**config.mk**
```make
export PLATFORM = sky130hd
export DESIGN_NAME = l2_writeback_buffer_flat
export DESIGN_NICKNAME = d
export VERILOG_FILES = /design/src/rtl/l2_writeback_buffer_if.sv /design/src/rtl/l2_writeback_buffer.sv /design/src/flat_wrapper.sv
export SDC_FILE = /design/constraint.sdc
export NUM_CORES = 1
export LEC_CHECK = 0
export CAP_MARGIN = 20
export CORE_AREA = 2 2 260 262
export DETAILED_ROUTE_END_ITERATION = 16
export DIE_AREA = 0 0 262 264
export PLACE_DENSITY = 0.52
export SLEW_MARGIN = 20
export SYNTH_ARGS = -nofsm -noshare
export SYNTH_HDL_FRONTEND = slang
export SYNTH_SLANG_ARGS = --single-unit
```
**constraint.sdc**
```tcl
create_clock -name clk -period 12.8 [get_ports clk]
set_input_delay 2.56 -clock clk [delete_from_list [all_inputs] [get_ports clk]]
set_output_delay 2.56 -clock clk [all_outputs]
set_load 0.05 [all_outputs]
```
**src/rtl/l2_writeback_buffer_if.sv**
```systemverilog
// Bundle of the eviction, lookup and physical-memory signals of the L2 write-back buffer.
//   slave  : the buffer itself (receives victims/lookups/pmem_resp, drives status and burst)
//   master : the environment (L2 controller plus physical memory)
interface l2_writeback_buffer_if;
  logic         evict_valid;
  logic [23:0]  evict_tag;
  logic [2:0]   evict_set;
  logic [255:0] evict_line;
  logic         evict_ready;
  logic [23:0]  lookup_tag;
  logic [2:0]   lookup_set;
  logic         lookup_hit;
  logic [255:0] lookup_line;
  logic [31:0]  pmem_address;
  logic [63:0]  pmem_burst_out;
  logic         pmem_write;
  logic         pmem_resp;
  logic         wb_done;

  modport master (
    output evict_valid, evict_tag, evict_set, evict_line, lookup_tag, lookup_set, pmem_resp,
    input  evict_ready, lookup_hit, lookup_line, pmem_address, pmem_burst_out, pmem_write,
           wb_done
  );

  modport slave (
    input  evict_valid, evict_tag, evict_set, evict_line, lookup_tag, lookup_set, pmem_resp,
    output evict_ready, lookup_hit, lookup_line, pmem_address, pmem_burst_out, pmem_write,
           wb_done
  );
endinterface

```
**src/rtl/l2_writeback_buffer.sv**
```systemverilog
// Single-entry write-back buffer between the L2 ways and physical memory.
// Captures one dirty victim (tag, set, 256-bit line), drains it as a 4-beat 64-bit burst
// write and lets the controller look up the buffered line while it is draining.
// Ports:
//   clk : system clock, rising edge
//   rst : asynchronous active-high reset
//   bus : slave side of l2_writeback_buffer_if (eviction, lookup and pmem signals)
module l2_writeback_buffer (
  input logic              clk,
  input logic              rst,
  l2_writeback_buffer_if.slave bus
);

  typedef enum logic {StIdle, StWrite} state_e;

  state_e       state_q, state_d;
  logic [23:0]  tag_q, tag_d;
  logic [2:0]   set_q, set_d;
  logic [255:0] line_q, line_d;
  logic [1:0]   beat_q, beat_d;

  always_ff @(posedge clk or posedge rst) begin
    if (rst) begin
      state_q <= StIdle;
      tag_q   <= '0;
      set_q   <= '0;
      line_q  <= '0;
      beat_q  <= '0;
    end else begin
      state_q <= state_d;
      tag_q   <= tag_d;
      set_q   <= set_d;
      line_q  <= line_d;
      beat_q  <= beat_d;
    end
  end

  always_comb begin
    state_d         = state_q;
    tag_d           = tag_q;
    set_d           = set_q;
    line_d          = line_q;
    beat_d          = beat_q;
    bus.evict_ready = 1'b0;
    bus.pmem_write  = 1'b0;
    bus.wb_done     = 1'b0;
    case (state_q)
      StIdle: begin
        bus.evict_ready = 1'b1;
        if (bus.evict_valid) begin
          tag_d   = bus.evict_tag;
          set_d   = bus.evict_set;
          line_d  = bus.evict_line;
          beat_d  = 2'd0;
          state_d = StWrite;
        end
      end
      StWrite: begin
        bus.pmem_write = 1'b1;
        if (bus.pmem_resp) begin
          if (beat_q == 2'd3) begin
            // Final beat acknowledged: release the entry; no capture this cycle.
            bus.wb_done = 1'b1;
            beat_d      = 2'd0;
            state_d     = StIdle;
          end else begin
            beat_d = beat_q + 2'd1;
          end
        end
      end
      default: state_d = StIdle;
    endcase
  end

  assign bus.pmem_address   = {tag_q, set_q, 5'b0};
  assign bus.pmem_burst_out = line_q[{beat_q, 6'b0} +: 64];
  assign bus.lookup_hit     = (state_q == StWrite) && (tag_q == bus.lookup_tag) &&
                              (set_q == bus.lookup_set);
  assign bus.lookup_line    = line_q;

endmodule

```
**src/flat_wrapper.sv**
```systemverilog
// flat-port wrapper written by rule: the top's interface ports become plain ports
module l2_writeback_buffer_flat 
  (clk, rst, bus_evict_valid, bus_evict_tag, bus_evict_set, bus_evict_line, bus_lookup_tag, bus_lookup_set, bus_pmem_resp, bus_evict_ready, bus_lookup_hit, bus_lookup_line, bus_pmem_address, bus_pmem_burst_out, bus_pmem_write, bus_wb_done);
  l2_writeback_buffer_if bus_i ();
  input logic clk;
  input logic rst;
  input wire logic [$bits(bus_i.evict_valid)-1:0] bus_evict_valid;
  input wire logic [$bits(bus_i.evict_tag)-1:0] bus_evict_tag;
  input wire logic [$bits(bus_i.evict_set)-1:0] bus_evict_set;
  input wire logic [$bits(bus_i.evict_line)-1:0] bus_evict_line;
  input wire logic [$bits(bus_i.lookup_tag)-1:0] bus_lookup_tag;
  input wire logic [$bits(bus_i.lookup_set)-1:0] bus_lookup_set;
  input wire logic [$bits(bus_i.pmem_resp)-1:0] bus_pmem_resp;
  output wire logic [$bits(bus_i.evict_ready)-1:0] bus_evict_ready;
  output wire logic [$bits(bus_i.lookup_hit)-1:0] bus_lookup_hit;
  output wire logic [$bits(bus_i.lookup_line)-1:0] bus_lookup_line;
  output wire logic [$bits(bus_i.pmem_address)-1:0] bus_pmem_address;
  output wire logic [$bits(bus_i.pmem_burst_out)-1:0] bus_pmem_burst_out;
  output wire logic [$bits(bus_i.pmem_write)-1:0] bus_pmem_write;
  output wire logic [$bits(bus_i.wb_done)-1:0] bus_wb_done;
  assign bus_i.evict_valid = bus_evict_valid;
  assign bus_i.evict_tag = bus_evict_tag;
  assign bus_i.evict_set = bus_evict_set;
  assign bus_i.evict_line = bus_evict_line;
  assign bus_i.lookup_tag = bus_lookup_tag;
  assign bus_i.lookup_set = bus_lookup_set;
  assign bus_i.pmem_resp = bus_pmem_resp;
  assign bus_evict_ready = bus_i.evict_ready;
  assign bus_lookup_hit = bus_i.lookup_hit;
  assign bus_lookup_line = bus_i.lookup_line;
  assign bus_pmem_address = bus_i.pmem_address;
  assign bus_pmem_burst_out = bus_i.pmem_burst_out;
  assign bus_pmem_write = bus_i.pmem_write;
  assign bus_wb_done = bus_i.wb_done;
  l2_writeback_buffer u_core (.clk(clk), .rst(rst), .bus(bus_i));
endmodule
```
==> results of run 1 <==
-- final timing paths --
kind	start	endpoint	slack, ps	depth (start not counted)
max in group asynchronous	rst	u_core.beat_q[0]$_DFFE_PP0P_	7990	4
min in group asynchronous	rst	u_core.bus.lookup_line[131]$_DFFE_PP0P_	2500	2
hold / removal	u_core.bus.lookup_line[142]$_DFFE_PP0P_	u_core.bus.lookup_line[142]$_DFFE_PP0P_	530	1
setup reg to reg	u_core.state_q$_DFF_PP0_	u_core.bus.lookup_line[2]$_DFFE_PP0P_	9340	4
setup / recovery	bus_lookup_tag[21]	bus_lookup_hit	5390	6
hold reg to reg	u_core.bus.lookup_line[142]$_DFFE_PP0P_	u_core.bus.lookup_line[142]$_DFFE_PP0P_	530	1
-- flip-flops by register name (all words and copies together), names as in the netlist --
name	cells
u_core.tag_q	24
u_core.set_q	3
u_core.beat_q	2
u_core.bus.lookup_line	256
u_core.state_q	1
-- cells in the final DEF (no fill, tap or decap), types with 2 or more instances in the layout --
master and instances:
mux4_2 64, conb_1 5, dfrtp_4 2, mux2_2 13
dfrtp_1 284, a32o_1 2, clkdlybuf4s50_1 664, clkbuf_1 10
nor4_1 5, nor2_1 3, clkbuf_8 5, bufinv_16 2
xnor2_1 12, mux2_4 270, clkbuf_16 39, diode_2 3
xor2_1 15, clkinv_2 6, buf_4 9, nand4_1 4
-- routing by layer --
metal | vias to the layer above | GRT usage [%] | wire [um]
met1 | 4726 | 15.75 | 18800
met2 | 400 | 23.37 | 24190
met3 | 69 | 4.471 | 4330
met5 | - | 0 | 0
met4 | 0 | 4.443 | 1340
li1 | 4041 | - | -
-- final cells by class --
| class | count | area (um^2) |
|---|---|---|
| clock buffers | 54 | 1082 |
| repair buffers | 674 | 6734 |
| multi-input cells | 397 | 6025 |
| clock inverters | 10 | 106.4 |
| well taps | 873 | 1092 |
| diodes | 3 | 7.507 |
| flip-flops and latches | 286 | 7164 |
| inverters | 2 | 15.01 |
| fillers | 6456 | 44340 |
-- per-stage QoR --
stage	area (um^2)	hold WS, ps	util (%)
2_1_floorplan	13870	634.3	-
3_3_place_gp	21030	515.7	31.59
3_5_place_dp	21030	516.0	31.59
4_1_cts	22220	533.3	33.38
5_1_grt	22220	547.8	33.38
6_report	22230	529.0	33.39
-- logic make-up after synthesis --
logic type      after synthesis  synth area share [%]
compound gates                3                0.1988
xor+xnor                     27                 1.707
fa+ha+maj                     1               0.09032
buf+inv                      53                 4.996
flops                       286                 51.67
mux                         347                 40.73
other cells                   1               0.02707
simple gates                 14                0.5782
-- critical path: cells and delay by family --
| kind | cells | cell delay (ps) |
|---|---|---|
| XOR/XNOR | 1 | 160 |
| buffers and inverters | 2 | 1260 |
| AND/OR/NAND/NOR | 3 | 860 |
==> run metrics, run 1 <==
Synth top cells by count=286 x dfrtp_1, 270 x mux2_4, 64 x mux4_2; setup ws final=5393 ps; largest net degree at the start of global routing=118; Max-Cap Viols=0; worst-skew pair later-pin latency=540 ps; Vias/cell=4.017; worst slack, placed=5308 ps; count leader, synth=dfrtp_1; arrival time at the worst endpoint=4850 ps; WL/cell=21.16 um; routability cong.=0.8103; Largest stage delay, worst path=850 ps; Final period util=57.87%; first-pass GRT wire length=70.39 mm; worst slew pin tran=1055 ps; I/O pin count=670; CTS Buf Count=38; final worst clock skew=12.20 ps; total wire length=48.66 mm; Slew HR=29.65%; DRC violations left=0; total grt overflow=0; Chip Width=262 um; clk slew on worst S/H paths=50 ps; CP Class=primary input to output port; ANT nets after route=0; Site Rows=95; Setup TNS=0 ps; port bufs=664; first-pass detailed-route iteration total=4; clock sinks=286; Post-Syn Area=13850 um^2; share of layout cells above drive strength 1=29.16%; status=finished, final reports clean; Critical Path Slowest Stage Cell=clkdlybuf4s50_1; fmax=135.0 MHz; #FFs+latches synth=286; number of synthesized flops with an enable pin=0; number of nets in the layout=1714; die area=69170 um^2; vias=9236; dominant cell type by area after synthesis=dfrtp_1; Die Ht=264 um; Finish-stage setup viols=0; library cells used by synthesis=20; synthesized area per cell=18.92 um^2; worst path cell trace=clkdlybuf4s50_1 > xor2_1 > nor4_1 > nand4_1 > nor4_1 > clkdlybuf4s50_1; sequential fraction of the synthesis area=51.67%; Yosys top cell area share=51.67%; Final Hold Fails=0; synthesized instance count=732; Worst Setup Start Kind=primary input; antenna violations before repair=4; post-CTS resize count=0; final worst path period need=7407 ps; worst-path maximum fanout=1; CTS Hold Bufs=0; Worst Setup End Kind=output port; clock root buffer=clkbuf_16; clk buf depth=3; CTS tree=done; leading register cell type out of synthesis=dfrtp_1; Post-CTS Setup Repair Bufs=0; placed cell count=2232; core box area=66560 um^2; area grow syn2layout=60.47%; main area contributors after synthesis=dfrtp_1 52%, mux2_4 29%, mux4_2 10%; H-tree lvl count=2; type of the worst min-delay path=flop to flop; final slew viol count=0; Starting Density=20.81%; number of global-route vias before repair=10353; DP HPWL=35.52 mm; GRT Util Overall=13.56%; Synth async-reset ratio=100.0%; RSZ-0062 raised after global routing=false; initial DRC count=359; fin cells=2299; yosys warns=0; CP Data Required Time=10240 ps
Power of run 1 is not shown: default switching activity piles up to over one toggle a cycle in this logic, so the estimate is an artifact.
==> inputs of run 2 (changes only) <==
--- a/config.mk
+++ b/config.mk
@@ -9,7 +9,7 @@
 export CORE_AREA = 2 2 260 262
 export DETAILED_ROUTE_END_ITERATION = 16
 export DIE_AREA = 0 0 262 264
-export PLACE_DENSITY = 0.52
+export PLACE_DENSITY = 0.53
 export SLEW_MARGIN = 20
 export SYNTH_ARGS = -nofsm -noshare
 export SYNTH_HDL_FRONTEND = slang
==> constraint.sdc (replaced) <==
create_clock -name clk -period 6.25 [get_ports clk]
set_input_delay 1.25 -clock clk [delete_from_list [all_inputs] [get_ports clk]]
set_output_delay 1.25 -clock clk [all_outputs]
set_load 0.05 [all_outputs]
==> run 2 against run 1 <==
Core utilization up 0.071 points. Worst setup slack worse by 4200 ps. Worst hold slack better by 2.0 ps. Critical endpoint unchanged. Highest routed layer is now met5.
==> run metrics, run 2 (synthesis results as in run 1) <==
status=finished, final reports clean; Starting Density=20.81%; WL/cell=20.83 um; worst-skew pair later-pin latency=540 ps; routability cong.=0.7976; clock root buffer=clkbuf_16; CTS tree=done; initial DRC count=394; vias=9197; hold path depth=1; CP Data Required Time=5000 ps; first-pass detailed-route iteration total=4; number of global-route vias before repair=10266; I/O pin count=670; Post-CTS Setup Repair Bufs=0; core box area=66560 um^2; area grow syn2layout=60.81%; WHS=531.0 ps; final slew viol count=0; final worst path period need=5007 ps; GRT Util Overall=13.33%; commonest non-fill, non-tap cell in the layout=clkdlybuf4s50_1; worst slew pin tran=998.7 ps; WP depth=6; Critical Path Slowest Stage Cell=clkdlybuf4s50_1; first-pass GRT wire length=69.29 mm; fillers=6484; ANT nets after route=0; CP Class=primary input to output port; Die Ht=264 um; worst path cell trace=clkdlybuf4s50_1 > xor2_1 > nor4_1 > nand4_1 > nor4_1 > clkdlybuf4s50_1; die area=69170 um^2; Final period util=80.11%; Finish-stage setup viols=0; total grt overflow=0; largest net degree at the start of global routing=150; Vias/cell=4.007; DRC violations left=0; clock sinks=286; antenna violations before repair=4; Chip Width=262 um; Max-Cap Viols=0; Worst Reg-to-Reg Cells=3; CTS Hold Bufs=0; H-tree lvl count=2; Setup TNS=0 ps; Site Rows=95; most frequent cells in the layout=664 x clkdlybuf4s50_1, 284 x dfrtp_1, 270 x mux2_4, 64 x mux4_2, 39 x clkbuf_16; CTS Buf Count=37; Largest stage delay, worst path=850 ps; share of layout cells above drive strength 1=29.42%; Worst Setup End Kind=output port; crit-path leading delay family=buffers and inverters; Worst Setup Start Kind=primary input; number of nets in the layout=1710; critical path buffer and inverter count=2; max FFs per register=256; total wire length=47.80 mm; arrival time at the worst endpoint=3760 ps; final worst clock skew=11.60 ps; DP HPWL=35.28 mm; type of the worst min-delay path=flop to flop; RSZ-0062 raised after global routing=false; Final Hold Fails=0; fmax=199.7 MHz; clk slew on worst S/H paths=60 ps; post-CTS resize count=0; Slew HR=33.42%; port bufs=664; worst-path maximum fanout=1; clk buf depth=3
run 2: final cells by class:
class                      count  area, um^2  area share, %
inverter                       2       11.26        0.05056
tap                          873        1092          4.904
clock inverter                10       58.81         0.2640
multi-input combinational    397        6025          27.05
clock buffer                  55        1146          5.145
antenna                        1       2.502        0.01123
sequential                   286        7164          32.16
timing repair buffer         671        6774          30.41
run 2: metrics by stage:
step                std cells  utilization, %  setup WS (ps)  cell area (um^2)
finish                   2295           33.46           1243             22270
global route             2295           33.46           1150             22270
CTS                      2294           33.46           1190             22270
detailed placement       2229           31.65           1190             21070
floorplan                 736               -           1209             13870
global placement         2229           31.65           1230             21070
run 2: path summary, 6_finish.rpt:
check | slack (ps) | startpoint | to
worst min-delay path | 530 | u_core.bus.lookup_line[153]$_DFFE_PP0P_ | u_core.bus.lookup_line[153]$_DFFE_PP0P_
worst min register to register | 530 | u_core.bus.lookup_line[153]$_DFFE_PP0P_ | u_core.bus.lookup_line[153]$_DFFE_PP0P_
worst max-delay path | 1240 | bus_lookup_tag[20] | bus_lookup_hit
worst max register to register | 4020 | u_core.beat_q[1]$_DFFE_PP0P_ | u_core.beat_q[1]$_DFFE_PP0P_
max in group asynchronous | 3760 | rst | u_core.bus.lookup_line[41]$_DFFE_PP0P_
min in group asynchronous | 1140 | rst | u_core.bus.lookup_line[136]$_DFFE_PP0P_
run 2: metal layers:
layer | part of all wire, % | vias to the layer above | track usage [%]
met5 | 0.054 | - | 0
met4 | 2.9 | 4 | 4.871
met3 | 8.4 | 79 | 4.251
met2 | 51 | 392 | 23.64
met1 | 38 | 4692 | 14.80
li1 | - | 4030 | -
Power of run 2 is left out for the same reason.
==> inputs of run 3 (changes only) <==
--- a/config.mk
+++ b/config.mk
@@ -9,7 +9,7 @@
 export CORE_AREA = 2 2 260 262
 export DETAILED_ROUTE_END_ITERATION = 16
 export DIE_AREA = 0 0 262 264
-export PLACE_DENSITY = 0.53
+export PLACE_DENSITY = 0.52
 export SLEW_MARGIN = 20
 export SYNTH_ARGS = -nofsm -noshare
 export SYNTH_HDL_FRONTEND = slang
==> constraint.sdc (replaced) <==
create_clock -name clk -period 4.7 [get_ports clk]
set_input_delay 0.94 -clock clk [delete_from_list [all_inputs] [get_ports clk]]
set_output_delay 0.94 -clock clk [all_outputs]
set_load 0.05 [all_outputs]
==> run 3 against run 2 <==
First-iteration DRC count shrank 13%. Global-route usage up 0.63 points. Wire length is 4.0% higher. Register-to-register slack lost 1200 ps. Cell count up 0.83%. Sequential cell count stayed put. Die area stayed put. Core utilization increased by 0.34 points. Clock-buffer cell count is 5 lower. Critical endpoint unchanged. Largest cell class unchanged.
==> run metrics, run 3 (synthesis results as in run 1) <==
status=finished, final reports clean; initial DRC count=341; routability cong.=0.8229; Worst Setup End Kind=output port; worst slew pin tran=923.9 ps; CP Data Required Time=3760 ps; CP Class=primary input to output port; first-pass GRT wire length=71.69 mm; worst path cell trace=clkdlybuf4s50_1 > xor2_1 > nor4_1 > nand4_1 > nor4_1 > clkdlybuf4s50_1; worst-skew pair later-pin latency=540 ps; post-CTS resize count=0; area grow syn2layout=62.45%; I/O pin count=670; GRT Util Overall=13.96%; Finish-stage setup viols=0; antenna violations before repair=2; DRC violations left=0; Worst Reg-to-Reg Cells=4; max FFs per register=256; final core occ=33.80%; number of nets in the layout=1729; final worst clock skew=20.56 ps; vias=9197; type of the worst min-delay path=flop to flop; share of layout cells above drive strength 1=30.30%; Starting Density=20.81%; total grt overflow=0; final slew viol count=0; Chip Width=262 um; largest net degree at the start of global routing=75; Final period util=89.30%; Reg-to-Reg Start=u_core.state_q$_DFF_PP0_; commonest non-fill, non-tap cell in the layout=clkdlybuf4s50_1; fmax=238.3 MHz; WL/cell=21.48 um; CTS Buf Count=37; Worst Setup Start Kind=primary input; final worst path period need=4197 ps; port bufs=664; clk slew on worst S/H paths=60 ps; H-tree lvl count=2; total wire length=49.70 mm; Slew HR=38.27%; number of global-route vias before repair=10143; Critical Path Slowest Stage Cell=clkdlybuf4s50_1; clk buf depth=3; clock root buffer=clkbuf_16; die area=69170 um^2; most frequent cells in the layout=664 x clkdlybuf4s50_1, 284 x dfrtp_1, 270 x mux2_4, 64 x mux4_2, 39 x clkbuf_16; Vias/cell=3.975; Hold Startpoint=u_core.bus.lookup_line[145]$_DFFE_PP0P_; Post-CTS Setup Repair Bufs=0; Die Ht=264 um; crit path launch=bus_lookup_tag[15]; first-pass detailed-route iteration total=4; DP HPWL=37.51 mm; clock sinks=286; worst-path maximum fanout=1; arrival time at the worst endpoint=3260 ps; core box area=66560 um^2; ANT nets after route=0; Largest stage delay, worst path=850 ps; CTS Hold Bufs=0; Final Hold Fails=0; CTS tree=done; Max-Cap Viols=0; RSZ-0062 raised after global routing=false; Site Rows=95; hold path depth=1
-- run 3: cell count changes in the layout (fill, tap and decap cells not counted) --
| cell | before | now |
|---|---|---|
| buf_12 | 6 | 10 |
| buf_4 | 1 | 16 |
| bufinv_16 | 0 | 3 |
| clkbuf_8 | 11 | 6 |
| clkinv_4 | 0 | 2 |
| clkinvlp_4 | 3 | 2 |
| diode_2 | 1 | 2 |
-- run 3: layer usage --
layer	global-route usage (%)	wire length (um)	vias to the layer above
met3	4.529	4098	61
met1	16.41	19550	4668
met2	24.10	24910	396
li1	-	-	4072
met5	0	0	-
met4	4.062	1148	0
-- run 3: layout make-up --
class | count | area (um^2)
fill | 6471 | 44060
sequential | 286 | 7164
timing repair buffer | 690 | 6967
multi-input combinational | 397 | 6025
tap | 873 | 1092
clock buffer | 50 | 1077
clock inverter | 14 | 158.9
inverter | 2 | 11.26
antenna | 2 | 5.005
-- run 3: final timing paths --
check,endpoint,slack (ps)
min in group asynchronous,u_core.bus.lookup_line[7]$_DFFE_PP0P_,950
max in group asynchronous,u_core.bus.lookup_line[56]$_DFFE_PP0P_,2640
worst min register to register,u_core.bus.lookup_line[145]$_DFFE_PP0P_,530
worst max-delay path,bus_lookup_hit,500
worst max register to register,u_core.bus.lookup_line[66]$_DFFE_PP0P_,2810
worst min-delay path,u_core.bus.lookup_line[145]$_DFFE_PP0P_,530
-- run 3: through the flow --
stage | hold WS [ps] | cells | cell area, um^2 | setup TNS [ps] | setup slack (ps)
finish | 532.6 | 2314 | 22500 | 0 | 502.9
floorplan | 634.3 | 736 | 13870 | -8933 | -31.24
detailed placement | 517.8 | 2248 | 21260 | 0 | 406.7
global route | 550.3 | 2314 | 22500 | 0 | 343.1
global placement | 514.7 | 2248 | 21260 | 0 | 446.0
CTS | 535.5 | 2312 | 22500 | 0 | 405.3
-- run 3: worst max-delay path: cells and delay by family --
kind	cells	cell delay, ps
buffers and inverters	2	1300
and+or+nand+nor	3	840
xor gates and xnor gates	1	180
Power of run 3 is left out for the same reason.
